$ cat config.mk
export PLATFORM = sky130hd
export DESIGN_NAME = omp_x_arb
export DESIGN_NICKNAME = d
export VERILOG_FILES = /design/src/rtl/omp_x_arb.sv
export SDC_FILE = /design/constraint.sdc
export NUM_CORES = 1
export LEC_CHECK = 0
export BUFFER_PORTS_ARGS = -buffer_cell sky130_fd_sc_hd__clkbuf_2
export CAP_MARGIN = 20
export CORE_MARGIN = 5
export CORE_UTILIZATION = 49
export CTS_BUF_LIST = sky130_fd_sc_hd__clkbuf_4
export DETAILED_ROUTE_END_ITERATION = 8
export PLACE_DENSITY = 0.85
export SETUP_SLACK_MARGIN = 0.1
export SYNTH_ARGS = -nofsm -noshare
export SYNTH_HDL_FRONTEND = slang
export SYNTH_SLANG_ARGS = --single-unit
export TNS_END_PERCENT = 100
$ cat constraint.sdc
create_clock -name clk -period 2.8 [get_ports clk]
set_clock_uncertainty 0.2 [all_clocks]
set_input_delay 0.42 -clock clk [delete_from_list [all_inputs] [get_ports clk]]
set_output_delay 0.42 -clock clk [all_outputs]
set_load 0.005 [all_outputs]
$ cat src/rtl/omp_x_arb.sv
// Round-robin arbiter sharing one single-port block RAM between two OMP compute stages.
// Optional post-reset zero-fill sweep is compiled in with OMP_X_ARB_CLEAR_EN.
module omp_x_arb #(
    parameter int DWIDTH   = 32,
    parameter int AWIDTH   = 8,
    parameter int MEM_SIZE = 256
) (
    input  logic              clk,
    input  logic              rst_n,
    input  logic              m0_req,
    input  logic              m0_we,
    input  logic [AWIDTH-1:0] m0_addr,
    input  logic [DWIDTH-1:0] m0_wdata,
    output logic              m0_gnt,
    output logic              m0_rvalid,
    output logic [DWIDTH-1:0] m0_rdata,
    input  logic              m1_req,
    input  logic              m1_we,
    input  logic [AWIDTH-1:0] m1_addr,
    input  logic [DWIDTH-1:0] m1_wdata,
    output logic              m1_gnt,
    output logic              m1_rvalid,
    output logic [DWIDTH-1:0] m1_rdata,
    output logic [AWIDTH-1:0] ram_addr0,
    output logic              ram_ce0,
    output logic [DWIDTH-1:0] ram_d0,
    output logic              ram_we0,
    input  logic [DWIDTH-1:0] ram_q0,
    output logic              busy
);

    logic              last_q, last_d;
    logic              rvalid0_q, rvalid0_d;
    logic              rvalid1_q, rvalid1_d;
    logic [DWIDTH-1:0] rdata0_q, rdata0_d;
    logic [DWIDTH-1:0] rdata1_q, rdata1_d;
    logic              clearing;
    logic [AWIDTH-1:0] clr_addr;

`ifdef OMP_X_ARB_CLEAR_EN
    typedef enum logic {S_CLEAR, S_RUN} state_t;
    localparam logic [AWIDTH:0] CLR_LAST = (AWIDTH+1)'(MEM_SIZE - 1);

    state_t          state_q, state_d;
    logic [AWIDTH:0] clr_cnt_q, clr_cnt_d;

    always_comb begin
        state_d   = state_q;
        clr_cnt_d = clr_cnt_q;
        if (state_q == S_CLEAR) begin
            clr_cnt_d = clr_cnt_q + 1'b1;
            if (clr_cnt_q == CLR_LAST) begin
                state_d = S_RUN;
            end
        end
    end

    always_ff @(posedge clk) begin
        if (!rst_n) begin
            state_q   <= S_CLEAR;
            clr_cnt_q <= '0;
        end else begin
            state_q   <= state_d;
            clr_cnt_q <= clr_cnt_d;
        end
    end

    assign clearing = rst_n && (state_q == S_CLEAR);
    assign clr_addr = clr_cnt_q[AWIDTH-1:0];
`else
    assign clearing = 1'b0;
    assign clr_addr = '0;
`endif

    assign busy = clearing;

    // Arbitration and RAM port steering; ram_q0 never feeds this block.
    always_comb begin
        m0_gnt    = 1'b0;
        m1_gnt    = 1'b0;
        ram_ce0   = 1'b0;
        ram_we0   = 1'b0;
        ram_addr0 = m0_addr;
        ram_d0    = m0_wdata;
        if (clearing) begin
            ram_ce0   = 1'b1;
            ram_we0   = 1'b1;
            ram_addr0 = clr_addr;
            ram_d0    = '0;
        end else if (rst_n) begin
            if (m0_req && (!m1_req || last_q)) begin
                m0_gnt = 1'b1;
            end else if (m1_req) begin
                m1_gnt = 1'b1;
            end
            if (m1_gnt) begin
                ram_addr0 = m1_addr;
                ram_d0    = m1_wdata;
            end
            ram_ce0 = m0_gnt | m1_gnt;
            ram_we0 = (m0_gnt & m0_we) | (m1_gnt & m1_we);
        end
    end

    // Read data is taken straight from the RAM in the valid cycle, then held.
    assign m0_rvalid = rvalid0_q & rst_n;
    assign m1_rvalid = rvalid1_q & rst_n;
    assign m0_rdata  = m0_rvalid ? ram_q0 : rdata0_q;
    assign m1_rdata  = m1_rvalid ? ram_q0 : rdata1_q;

    always_comb begin
        last_d    = last_q;
        rvalid0_d = m0_gnt & ~m0_we;
        rvalid1_d = m1_gnt & ~m1_we;
        rdata0_d  = m0_rdata;
        rdata1_d  = m1_rdata;
        if (m0_gnt) begin
            last_d = 1'b0;
        end else if (m1_gnt) begin
            last_d = 1'b1;
        end
    end

    always_ff @(posedge clk) begin
        if (!rst_n) begin
            last_q    <= 1'b1;
            rvalid0_q <= 1'b0;
            rvalid1_q <= 1'b0;
            rdata0_q  <= '0;
            rdata1_q  <= '0;
        end else begin
            last_q    <= last_d;
            rvalid0_q <= rvalid0_d;
            rvalid1_q <= rvalid1_d;
            rdata0_q  <= rdata0_d;
            rdata1_q  <= rdata1_d;
        end
    end

endmodule

Word-level counts from Yosys, hierarchy flattened

Cells that the tools add are included.

Input port bits: 118
Register bits after elaboration: 67

Bitwise gates (word level): 10
Mux-type cells: 17
Reduce and logical (&&, ||, !) cells: 4

Operators with widths:

| cell                | count |
|---|---|
| $mux W32            | 4 |
| $mux W8             | 2 |
| $mux W1             | 11 |
| $and A1 B1 Y1       | 6 |
| $not A1 Y1          | 2 |
| $or A1 B1 Y1        | 2 |
| $reduce_bool A2 Y1  | 1 |
| $logic_and A1 B1 Y1 | 1 |
| $logic_not A1 Y1    | 1 |
| $logic_or A1 B1 Y1  | 1 |

Depth between registers and ports, before layout

Depth in word-level cells: 8
Gate-level depth with buffers: 4
Mapped depth without buffers: 3

Worst setup path after synthesis

Ideal clock, no wire load.

Path type: input -> output
Start point: input port rst_n
End point: output port m0_rdata[10]
Path buffers: 2
Stages on the path: 4
Arrival: 1184 ps
Setup slack: 996 ps
Required time: 2180 ps
Cells stage by stage: buf_4 nand2_2 buf_6 mux2_2

Word-level cells in the longest chain between the ends: 2

Ends and longest elaborated chain:

| what            | line | RTL |
|---|---|---|
| start, declared | 9    | `input logic rst_n,` |
| $and A1 B1 Y1   | 106  | `assign m0_rvalid = rvalid0_q & rst_n;` |
| $mux W32        | 108  | `assign m0_rdata = m0_rvalid ? ram_q0 : rdata0_q;` |
| end, declared   | 16   | `output logic [DWIDTH-1:0] m0_rdata,` |

No other way between the ends.

Final worst setup path

Start point: register last_q
End point: output port ram_addr0[0]

Word-level cells in the longest chain between the ends: 6

Ends and longest elaborated chain:

| what                   | line | RTL |
|---|---|---|
| start, declared        | 32   | `logic last_q, last_d;` |
| start signal, assigned | 132  | `last_q <= last_d;` |
| $logic_or A1 B1 Y1     | 91   | `if (m0_req && (!m1_req \|\| last_q)) begin` |
| $logic_and A1 B1 Y1    | 91   |  |
| $mux W1                | 91   |  |
| $mux W1                | 90   | `end else if (rst_n) begin` |
| $mux W8                | 96   | `if (m1_gnt) begin` |
| $mux W8                | 90   |  |
| end, declared          | 24   | `output logic [AWIDTH-1:0] ram_addr0,` |

No other way between the ends. The select of a mux whose other input is x is not followed.

==> key figures <==
Status
  • Status: complete, no violations

Timing
  • Fin crit share: 0.853
  • Final Max Slew Viols: 0
  • Min setup slack post-route: 0.411 ns
  • Min Tclk post-route: 2.39 ns
  • Max-Slew Margin vs Limit: 0.603
  • Final setup vio count: 0
  • Worst Tran Pin Value: 0.595 ns
  • Fmax: 0.419 GHz
  • RSZ-0062 raised after global routing: no
  • Final hold vios: 0
  • Fin Setup TNS: 0 ns

Clocking
  • Clock Path Buffers: 2
  • Clock Latency Late Sink: 0.38 ns
  • Clock-pin slew on the worst setup and hold paths: 0.11 ns
  • # Post-CTS Setup Buffers: 0
  • Root cell of the clock tree: clkbuf_4
  • H-tree levels: 3
  • # clock sinks: 67
  • TritonCTS clock tree: done
  • TritonCTS buffer count: 9

Pwr
  • Pwr dens: 377 nW/um2
  • Max IR drop VDD: 0.000191 V
  • Leak Pwr: 0.00265 uW

Worst setup path
  • Crit-path cells: nand2_1 > nand3_4 > buf_12 > mux2_2 > clkbuf_2
  • R2r setup slk: 1.30 ns
  • Kind of cell adding the most delay to the critical path: buffers and inverters
  • Crit path buf inv count: 2
  • CP arrival: 1.77 ns
  • Req. time, crit path: 2.18 ns
  • Worst path max stage delay: 0.36 ns
  • Critical-path top delay cell: dfxtp_1
  • Crit start category: flip-flop
  • CP Max Fanout: 29
  • CP Capture Type: output port
  • Critical path type: flip-flop to output port

Floorplanning
  • Initial Util: 0.494
  • Core area: 8090 um2
  • Die height: 100 um
  • Num rows: 33
  • Die area: 10100 um2
  • I/O pins: 229
  • Width of the chip: 100 um

Layout
  • FF/Latch Area: 1340 um2
  • Final Net Count: 683
  • Fillers: 701
  • Diodes inserted: 0
  • Final Core Density: 0.654
  • Multi-input logic area: 2440 um2
  • Layout cells sized above 1: 0.630
  • Area grow syn2layout: 32.4%
  • Layout Cells excl Fill: 675

Synth
  • Ranking of synthesized cells by area: dfxtp_1, mux2_2, mux2i_1
  • Largest area contributor in the netlist: dfxtp_1
  • Cells after synthesis: 344
  • Ys flop type: dfxtp_1
  • Post-synthesis net count: 462
  • Synth top area share: 0.335
  • Post-Syn Area: 4000 um2
  • Mapped Avg Cell Area: 11.6 um2
  • Most frequent cells after synthesis: dfxtp_1, mux2_2, nor2b_1, mux2i_1, mux2_4
  • Share of the yosys chip area belonging to registers: 0.335
  • Yosys warns: 0
  • Number of synthesized register bits: 67
  • Post-synth EDFFs: 0
  • Count of cell types in the netlist: 21
  • Async SR Flop Fraction: 0

Global routing
  • Initial antenna violation count: 0
  • Largest net degree at the start of global routing: 35
  • Total grt overflow: 0
  • First-pass GRT wire length: 16.9 mm
  • Tot GR Track Use: 0.208
  • Vias in the first global route: 3469

Placed design
  • I/O Buffers: 227
  • DP HPWL: 8.52 mm
  • Placed cells: 657
  • Final estimated routing congestion in global placement: 0.744
  • Placement Setup Slack: 0.466 ns

Drt
  • Via count: 3318
  • Routed WL per cell: 16.2 um
  • Drt drc: 0
  • Pre-Repair DR Iteration Count: 4
  • Detailed Route WL: 10.9 mm
  • Via density per instance: 4.92
  • Final ANT Viol Nets: 0
  • Initial DRC Count: 42

Worst hold path
  • Min-delay worst type: input port to flip-flop

Job
  • MaxCap Viol Count: 0
registers in the layout, indices dropped and copies added (netlist names):
register	count
last_q	1
rdata0_q	32
rdata1_q	32
rvalid0_q	1
rvalid1_q	1
worst paths after layout:
kind / startpoint / end / cells past startpoint
max: last_q$_SDFFE_PN1P_ / ram_addr0[0] / 5
max reg2reg: rvalid1_q$_SDFF_PN0_ / rdata1_q[20]$_SDFF_PN0_ / 3
min reg2reg: rdata1_q[26]$_SDFF_PN0_ / rdata1_q[26]$_SDFF_PN0_ / 2
min: ram_q0[14] / rdata1_q[14]$_SDFF_PN0_ / 3
worst register-to-register path: stages (launching register included):
cell and delay, ns:
dfxtp_2 0.35, buf_4 0.50, mux2i_1 0.29, nor2b_1 0.07
power breakdown:
part | internal [uW] | switching (uW) | total, uW
clock network | 199 | 332 | 531
logic | 272 | 194 | 466
registers | 983 | 15.2 | 998
total | 1450 | 541 | 2000
per-stage QoR:
stage | hold WS, ns | instance area [um2] | power, uW
after floorplan | 0.268 | 4000 | 1270
after global placement | 0.285 | 5160 | 1470
after detailed placement | 0.296 | 5160 | 1480
after CTS | 0.107 | 5300 | 2020
after global routing | 0.125 | 5300 | 2110
final | 0.136 | 5300 | 2000
cell usage in the layout, fill, tap and decap left out:
cell           instances
clkbuf_2             227
mux2_2                67
nor2b_1               65
dfxtp_1               65
mux2i_1               64
mux2_4                37
clkbuf_4              11
buf_4                  5
inv_1                  4
buf_12                 3
nand2_1                2
nand2_2                2
o21ai_0                2
clkinv_2               2
dlygate4sd3_1          2
dfxtp_2                2
nand3_4                1
nand2b_1               1
and3_1                 1
nand4_1                1
o21a_1                 1
nor2_1                 1
conb_1                 1
clkinvlp_4             1
clkinv_4               1
clkinv_1               1
repair_timing:
item,4_1_cts,5_1_grt
gates resized for setup,0,0
hold buffers,2,0
hold endpoints to repair,2,0
cells by family (layout without fill, tap and decap cells):
| logic type | count (synthesis) | after routing | share of synthesized area |
|---|---|---|---|
| flip-flops | 67 | 67 | 0.335 |
| AO/OA/AOI/OAI | 3 | 3 | 0.00438 |
| multiplexers | 168 | 168 | 0.488 |
| buffers and inverters | 31 | 257 | 0.0550 |
| AND/OR/NAND/NOR | 74 | 74 | 0.117 |
| other | 1 | 1 | 0.000937 |
routing by layer:
layer | part of all wire | global-route usage | vias up
met5 | 0 | 0 | -
met1 | 0.43 | 0.274 | 1556
li1 | - | - | 1642
met4 | 0.013 | 0.0611 | 0
met2 | 0.50 | 0.344 | 108
met3 | 0.061 | 0.0438 | 12
area by class of cell:
cell class              count  area share
multi-input cells         246       0.461
well taps                 105      0.0248
clock buffers              11      0.0156
clock inverters             5     0.00567
repair buffers            237       0.237
inverters                   4     0.00284
flip-flops and latches     67       0.254
(Power assumes the default switching activity.)
